### config.mk
export PLATFORM = sky130hd
export DESIGN_NAME = msfsm_env_driver
export DESIGN_NICKNAME = d
export VERILOG_FILES = /design/src/rtl/msfsm_env_pkg.sv /design/src/rtl/msfsm_lfsr.sv /design/src/rtl/msfsm_env_driver.sv
export SDC_FILE = /design/constraint.sdc
export NUM_CORES = 1
export LEC_CHECK = 0
export CAP_MARGIN = 15
export CORE_MARGIN = 2
export CORE_UTILIZATION = 55
export DETAILED_ROUTE_END_ITERATION = 10
export PLACE_DENSITY = 0.83
export SYNTH_ARGS = -nofsm -noshare
export SYNTH_HDL_FRONTEND = slang
export SYNTH_SLANG_ARGS = --single-unit
### constraint.sdc
create_clock -name clk -period 5.5 [get_ports clk]
set_input_delay 1.1 -clock clk [delete_from_list [all_inputs] [get_ports clk]]
set_output_delay 1.1 -clock clk [all_outputs]
set_load 0.01 [all_outputs]
### src/rtl/msfsm_env_pkg.sv
// Shared definitions for the Petri-net driver: FSM states, net topology
// masks and a small priority helper used by the autonomous picker.
package msfsm_env_pkg;

    localparam int NUM_PLACES = 10;
    localparam int NUM_TRANS  = 8;

    typedef enum logic [1:0] {
        IDLE,
        FIRE,
        GAP
    } state_t;

    // Marking after reset: one token in p0 and one in p1.
    localparam logic [NUM_PLACES-1:0] INIT_MARKING = 10'h003;

    // Input places of each transition; entry i belongs to transition ti.
    localparam logic [NUM_TRANS-1:0][NUM_PLACES-1:0] PRE = {
        10'h100,   // t7: p8
        10'h020,   // t6: p5
        10'h010,   // t5: p4
        10'h001,   // t4: p0
        10'h002,   // t3: p1
        10'h004,   // t2: p2
        10'h001,   // t1: p0
        10'h2C8    // t0: p3,p6,p7,p9
    };

    // Output places of each transition; entry i belongs to transition ti.
    localparam logic [NUM_TRANS-1:0][NUM_PLACES-1:0] POST = {
        10'h200,   // t7: p9
        10'h080,   // t6: p7
        10'h040,   // t5: p6
        10'h008,   // t4: p3
        10'h130,   // t3: p4,p5,p8
        10'h008,   // t2: p3
        10'h004,   // t1: p2
        10'h003    // t0: p0,p1
    };

    // Index of the lowest set bit; zero when nothing is set.
    function automatic logic [2:0] lowestIndex(input logic [NUM_TRANS-1:0] v);
        logic [2:0] idx;
        idx = '0;
        for (int i = NUM_TRANS - 1; i >= 0; i--) begin
            if (v[i]) begin
                idx = 3'(i);
            end
        end
        return idx;
    endfunction

endpackage

### src/rtl/msfsm_lfsr.sv
// 16-bit Fibonacci LFSR (taps 16,14,13,11) that only steps when told to,
// used to break the free choice at p0.
module msfsm_lfsr (
    input  logic        clk,
    input  logic        reset,
    input  logic        adv,
    input  logic [15:0] seed,
    output logic [15:0] q
);

    logic [15:0] lfsr_q;
    logic        feedback_d;

    assign feedback_d = lfsr_q[0] ^ lfsr_q[2] ^ lfsr_q[3] ^ lfsr_q[5];
    assign q          = lfsr_q;

    // Shift right with the tap parity entering at the top, only on adv.
    always_ff @(posedge clk or posedge reset) begin
        if (reset) begin
            lfsr_q <= seed;
        end else if (adv) begin
            lfsr_q <= {feedback_d, lfsr_q[15:1]};
        end
    end

endmodule

### src/rtl/msfsm_env_driver.sv
// Drives the transition strobes of a 10-place / 8-transition Petri net,
// either on explicit request or autonomously, and tracks the marking.
module msfsm_env_driver
    import msfsm_env_pkg::*;
#(
    parameter logic [15:0] LFSR_SEED = 16'hACE1,
    parameter int          CNT_W     = 16
) (
    input  logic             clk,
    input  logic             reset,
    input  logic             req_valid,
    input  logic [2:0]       req_tr,
    output logic             req_ready,
    input  logic             auto_en,
    output logic             t0,
    output logic             t1,
    output logic             t2,
    output logic             t3,
    output logic             t4,
    output logic             t5,
    output logic             t6,
    output logic             t7,
    output logic [9:0]       marking,
    output logic [7:0]       enabled,
    output logic             err_not_enabled,
    output logic             deadlock,
    output logic [CNT_W-1:0] fire_count
);

    state_t                  state_q;
    logic [NUM_PLACES-1:0]   marking_q;
    logic [NUM_PLACES-1:0]   marking_d;
    logic [CNT_W-1:0]        fireCount_q;
    logic [2:0]              tr_q;
    logic [NUM_TRANS-1:0]    strobe_q;
    logic                    err_q;
    logic [2:0]              autoTr_d;
    logic                    autoFire_d;
    logic [15:0]             lfsrQ;
    logic                    unusedLfsrBits;

    // Only bit 0 of the LFSR steers the choice; the rest is its internal state.
    assign unusedLfsrBits = ^lfsrQ[15:1];

    msfsm_lfsr u_lfsr (
        .clk   (clk),
        .reset (reset),
        .adv   (autoFire_d),
        .seed  (LFSR_SEED),
        .q     (lfsrQ)
    );

    // A transition is enabled when every one of its input places holds a token.
    always_comb begin
        enabled = '0;
        for (int i = 0; i < NUM_TRANS; i++) begin
            enabled[i] = (marking_q & PRE[i]) == PRE[i];
        end
    end

    // Autonomous pick: LFSR resolves the p0 conflict, otherwise lowest index wins.
    always_comb begin
        autoTr_d = lowestIndex(enabled);
        if (enabled[1] && enabled[4]) begin
            autoTr_d = lfsrQ[0] ? 3'd4 : 3'd1;
        end
    end

    assign autoFire_d = (state_q == IDLE) && !req_valid && auto_en && (enabled != '0);
    assign marking_d  = (marking_q & ~PRE[tr_q]) | POST[tr_q];

    // IDLE accepts a request or an auto pick, FIRE strobes and commits, GAP spaces firings.
    always_ff @(posedge clk or posedge reset) begin
        if (reset) begin
            state_q     <= IDLE;
            marking_q   <= INIT_MARKING;
            fireCount_q <= '0;
            tr_q        <= '0;
            strobe_q    <= '0;
            err_q       <= 1'b0;
        end else begin
            err_q <= 1'b0;
            case (state_q)
                IDLE: begin
                    if (req_valid) begin
                        if (enabled[req_tr]) begin
                            tr_q     <= req_tr;
                            strobe_q <= 8'd1 << req_tr;
                            state_q  <= FIRE;
                        end else begin
                            err_q <= 1'b1;
                        end
                    end else if (autoFire_d) begin
                        tr_q     <= autoTr_d;
                        strobe_q <= 8'd1 << autoTr_d;
                        state_q  <= FIRE;
                    end
                end
                FIRE: begin
                    marking_q   <= marking_d;
                    fireCount_q <= fireCount_q + CNT_W'(1);
                    strobe_q    <= '0;
                    state_q     <= GAP;
                end
                GAP: begin
                    state_q <= IDLE;
                end
                default: begin
                    state_q  <= IDLE;
                    strobe_q <= '0;
                end
            endcase
        end
    end

    assign req_ready       = (state_q == IDLE);
    assign marking         = marking_q;
    assign fire_count      = fireCount_q;
    assign err_not_enabled = err_q;
    assign deadlock        = (enabled == '0);
    assign {t7, t6, t5, t4, t3, t2, t1, t0} = strobe_q;

endmodule

* Yosys cells after proc, flatten, opt, wreduce, memory -nomap -nowiden
Memory sizes are Yosys's and may differ from the RTL's.
Cells that the tools add are included.
** Storage, ports and cells
- Flip-flop bits (word level) :: 56
- Bits in latches :: 0
- RAM bits :: 0
- Bits in read-only memories :: 160
- Output and inout bits :: 45
- Logic and storage cells :: 64
- Memories kept :: 2
** Memories
- (name not given) :: depth 8, width 10, rd ports 1, clocked after Yosys merged registers in 0, wr ports 0, line msfsm_env_driver.sv:70 : assign marking_d = (marking_q & ~PRE[tr_q]) | POST[tr_q];
- (name not given) :: depth 8, width 10, rd ports 1, clocked after Yosys merged registers in 0, wr ports 0, line msfsm_env_driver.sv:70
** Operators by class
- Add/sub/neg operators :: 1
- Multiply operators :: 0
- Div/mod/pow operators :: 0
- Magnitude comparators :: 2
- Equality and inequality tests :: 6
- Shifts and indexed selects :: 2
- Mux-type cells :: 26
- Bitwise gates (word level) :: 7
- Reductions and logical operators :: 11
** Operators by type and width (number)
- 3-bit two-way mux :: 11
- 8-bit two-way mux :: 3
- 10-bit two-way mux :: 2
- 16-bit by 1-bit adder with 16-bit output, second input constant :: 1
- 8-bit case mux with 2 select lines :: 1
- 1-bit by 3-bit left shift with 8-bit output, first input constant :: 2
- 10-bit AND :: 1
- 10-bit NOT :: 1
- 10-bit OR :: 1
- 8-bit zero test :: 1
- 3-bit by 4-bit < comparator with 1-bit output, second input constant :: 2
- 8-bit nonzero test :: 1
- 2-bit two-way mux :: 3
- 3-bit by 2-bit inequality test with 1-bit output, second input constant :: 2
- 3-bit AND reduction :: 2
- 4-bit == test, second input constant :: 1
- 1-bit two-way mux :: 4
- 2-bit case mux with 2 select lines :: 1
- 1-bit binary-select mux with 3-bit select :: 1
- 1-bit logical AND :: 3
- 1-bit XOR :: 3
- 2-bit by 1-bit == test with 1-bit output, second input constant :: 1
- 2-bit == test, second input constant :: 1
- 2-bit zero test :: 1
- 5 further kinds :: 5

* Longest topological paths before layout
- Depth after elaboration :: 11
- Depth in mapped cells :: 7
- Gate-level depth less buffers :: 6

* Worst setup path before layout
OpenSTA, ideal clock, no wires.
- Path kind :: input -> register
- Start point :: input req_valid
- End point :: register u_lfsr.lfsr_q[1] (netlist: u_lfsr.q[1])
- Library setup time :: 125 ps
- Arrival time :: 2380 ps
- Required time :: 5375 ps
- Path slack :: 2995 ps
- Stages on the path :: 5
- Buffers on the path :: 3
- Path through :: clkbuf_1 -> nor4b_2 -> buf_2 -> buf_4 -> mux2_2
** On the way
- Longest elaborated chain between the ends :: 4
** RTL lines
- start, declared :: line msfsm_env_driver.sv:11 : input logic req_valid,
- 1-bit zero test :: line msfsm_env_driver.sv:69 : assign autoFire_d = (state_q == IDLE) && !req_valid && auto_en && (enabled != '0);
- 1-bit logical AND (3 in a row) :: line msfsm_env_driver.sv:69
- end signal, assigned :: line msfsm_lfsr.sv:22 : lfsr_q <= {feedback_d, lfsr_q[15:1]};
- end, declared :: line msfsm_lfsr.sv:11 : logic [15:0] lfsr_q;
No other way between the ends.
A chain may end at the register's enable or synchronous reset.

==> impl_metrics.toml <==
[place]
portBuffers = 51
placed_cell_area_um2 = 3180
dp_hpwl_mm = 3.45
place.gp.congestion = 0.825

[clocking]
clk_pin_slew_ns = 0.09
cts_tree = "yes"
cts_hold_buf = 0
cts_root_buf = "clkbuf_8"
numCtsBuffers = 5
post_cts_buffers = 0
clk_latency_ns = 0.30
cts_sinks = 56
clk_path_buf_depth = 2
h-tree-depth = 2
ctsResizeCount = 0

[global_route]
grt_pass1_wl_mm = 8.42
antenna_found_initial = 0
overflow = 0
grt_use_total_pct = 20.3
grt_pass1_vias = 1787
grt_max_degree = 57

[yosys]
avgSynthCellArea_um2 = 11.1
synth_compound_area_share_pct = 9.39
syn_inst = 240
yosysSeqAreaShare_pct = 53.0
synthSimpleGateAreaFrac_pct = 16.1
synth_top_family_by_area = "simple AND/OR/NAND/NOR gates"
synth-async-reset-ratio_pct = 100
synth_xor_area_share_pct = 5.91
synth_area_um2 = 2670
synth_fp_nets = 248
yosys_warnings = 0
ys.flop_type = "dfrtp_1"
ys_types = 44
synthMuxAreaShare_pct = 11.3
synthAdderAreaFrac_pct = 0.469
ys_ff_latch = 56
synth_edf_count = 0

[route]
wl_per_cell_um = 14.5
drc = 0
num_vias = 1891
drt_iter0_drc = 170
avgViaCountPerCell = 5.53
ant_nets = 0
wirelength_mm = 4.98
drt-pass1-iter-count = 4

[floorplan]
dieArea_um2 = 5420
core_um2 = 4690
row_count = 25
fp.dieH_um = 73.6
die_x_um = 73.6
io-pin-count = 52
initial_core_util_pct = 56.8

[layout]
area_growth_syn_to_layout_pct = 24.8
layout-drive-gt1-share_pct = 16.3
antenna_cells = 0
num-fill-cells = 343
final_common_cell = "clkdlybuf4s50_1"
finalInstanceArea_um2 = 3330
layout.nets = 295
layout_common_cells = "51 x clkdlybuf4s50_1, 46 x dfrtp_1, 24 x nand2_1"

[worst_setup_path]
crit_required_ns = 4.40
cpPeakStageDelay_ns = 0.63
worstPathBufferInverterCount = 1
cp_slowest_cell = "clkdlybuf4s50_1"
arrival_ns = 2.18
critical_path_class = "flip-flop to output pin"
path_delay_family = "simple AND/OR/NAND/NOR gates"
cp-end-kind = "output pin"
path_cells = "nor3_1, nor4b_2, clkdlybuf4s50_1"
cp_max_fo = 7
start_kind = "flip-flop"

[flow_run]
drv_cap = 0

[timing]
fin_skew_ns = 0.00488
hold_viol_final = 0
fmax_ghz = 0.305
tightestPinTransition_ns = 0.665
totalNegativeSetupSlack_ns = 0
period_needed_ns = 3.28
maxSlewViolCount = 0
fin_crit_sh_pct = 59.6
relSlewSlack_pct = 55.7
setup_viol = 0
rsz0062_at_grt = "no"

[power]
leakage_uw = 0.00143
vdd_drop_max_mv = 0.267
cellPowerDensity_nw_per_um2 = 458

[worst_hold_path]
hp-class = "flip-flop to flip-flop"
min-delay-start = "fire_count[10]"

[run_status]
status = "finished, final reports clean"
==> final cells by class <==
class	count	area [um2]	area share [%]
Tap cell	54	67.6	2.03
Clock inverter	2	60.1	1.80
Sequential cell	56	1410	42.5
Clock buffer	6	72.6	2.18
Multi-Input combinational cell	165	1160	34.8
Inverter	6	22.5	0.677
Timing Repair Buffer	53	533	16.0
==> path summary, 6_finish.rpt <==
kind                             endpoint  depth (start not counted)  slack (ns)
setup / recovery                 deadlock                          3        2.22
hold / removal             fire_count[10]                          1        0.50
setup reg to reg                  tr_q[1]                          6        3.11
hold reg to reg            fire_count[10]                          1        0.50
max in group asynchronous      marking[5]                          3        3.78
min in group asynchronous     u_lfsr.q[4]                          3        1.28
==> power breakdown <==
group	internal [uW]	switching [uW]
Clock	182	126
Combinational	296	246
Sequential	545	129
==> synth_stat cells (2+ instances only) <==
cell	number	share of area, %
a211oi_1	2	0.56
a21o_1	2	0.56
a21oi_1	12	2.3
and3_1	4	0.94
buf_4	8	2.3
clkbuf_1	4	0.56
dfrtp_1	46	43
dfstp_2	10	9.9
inv_1	4	0.56
mux2_2	20	8.4
mux2i_1	5	1.9
nand2_1	24	3.4
nand2b_1	9	2.1
nand3_1	6	1.1
nand4_1	5	1.2
nor2_1	18	2.5
nor2b_1	5	1.2
nor3_1	3	0.56
nor4b_2	2	1.1
o21ai_0	7	1.3
o21bai_1	2	0.56
o2bb2ai_1	3	0.99
or3_1	2	0.47
xnor2_1	14	4.6
xor2_1	4	1.3
==> state kept, by name, indices dropped and copies added, names as in the netlist, named ones only <==
name             cells
fire_count          16
strobe_q             8
marking              9
tr_q                 3
u_lfsr.q            16
state_q              2
err_not_enabled      1
==> per-layer routing <==
metal  up-vias  track usage, %  part of all wire, %
met3         9            4.39                  4.3
met1       909            28.4                   47
li1        922               -                    -
met5         -               0                    0
met2        51            31.1                   47
met4         0            7.88                  1.7
==> kinds of logic after synthesis <==
group | after synthesis
adder cells (fa/ha/maj) | 1
AO/OA/AOI/OAI | 36
multiplexers | 27
flip-flops | 56
buffers and inverters | 19
AND/OR/NAND/NOR | 83
XOR/XNOR | 18
==> stage by stage <==
step | hold WS (ns) | cells | utilization [%] | setup slack (ns) | power (uW)
3_5_place_dp | 0.477 | 333 | 67.8 | 1.87 | 1220
6_report | 0.503 | 342 | 70.9 | 2.22 | 1520
3_3_place_gp | 0.472 | 333 | 67.8 | 1.97 | 1200
5_1_grt | 0.516 | 342 | 70.9 | 2.06 | 1620
2_1_floorplan | 0.475 | 240 | - | 3.00 | 1010
4_1_cts | 0.502 | 341 | 70.6 | 2.16 | 1530
Note: power is estimated with default switching activity, not from simulation.
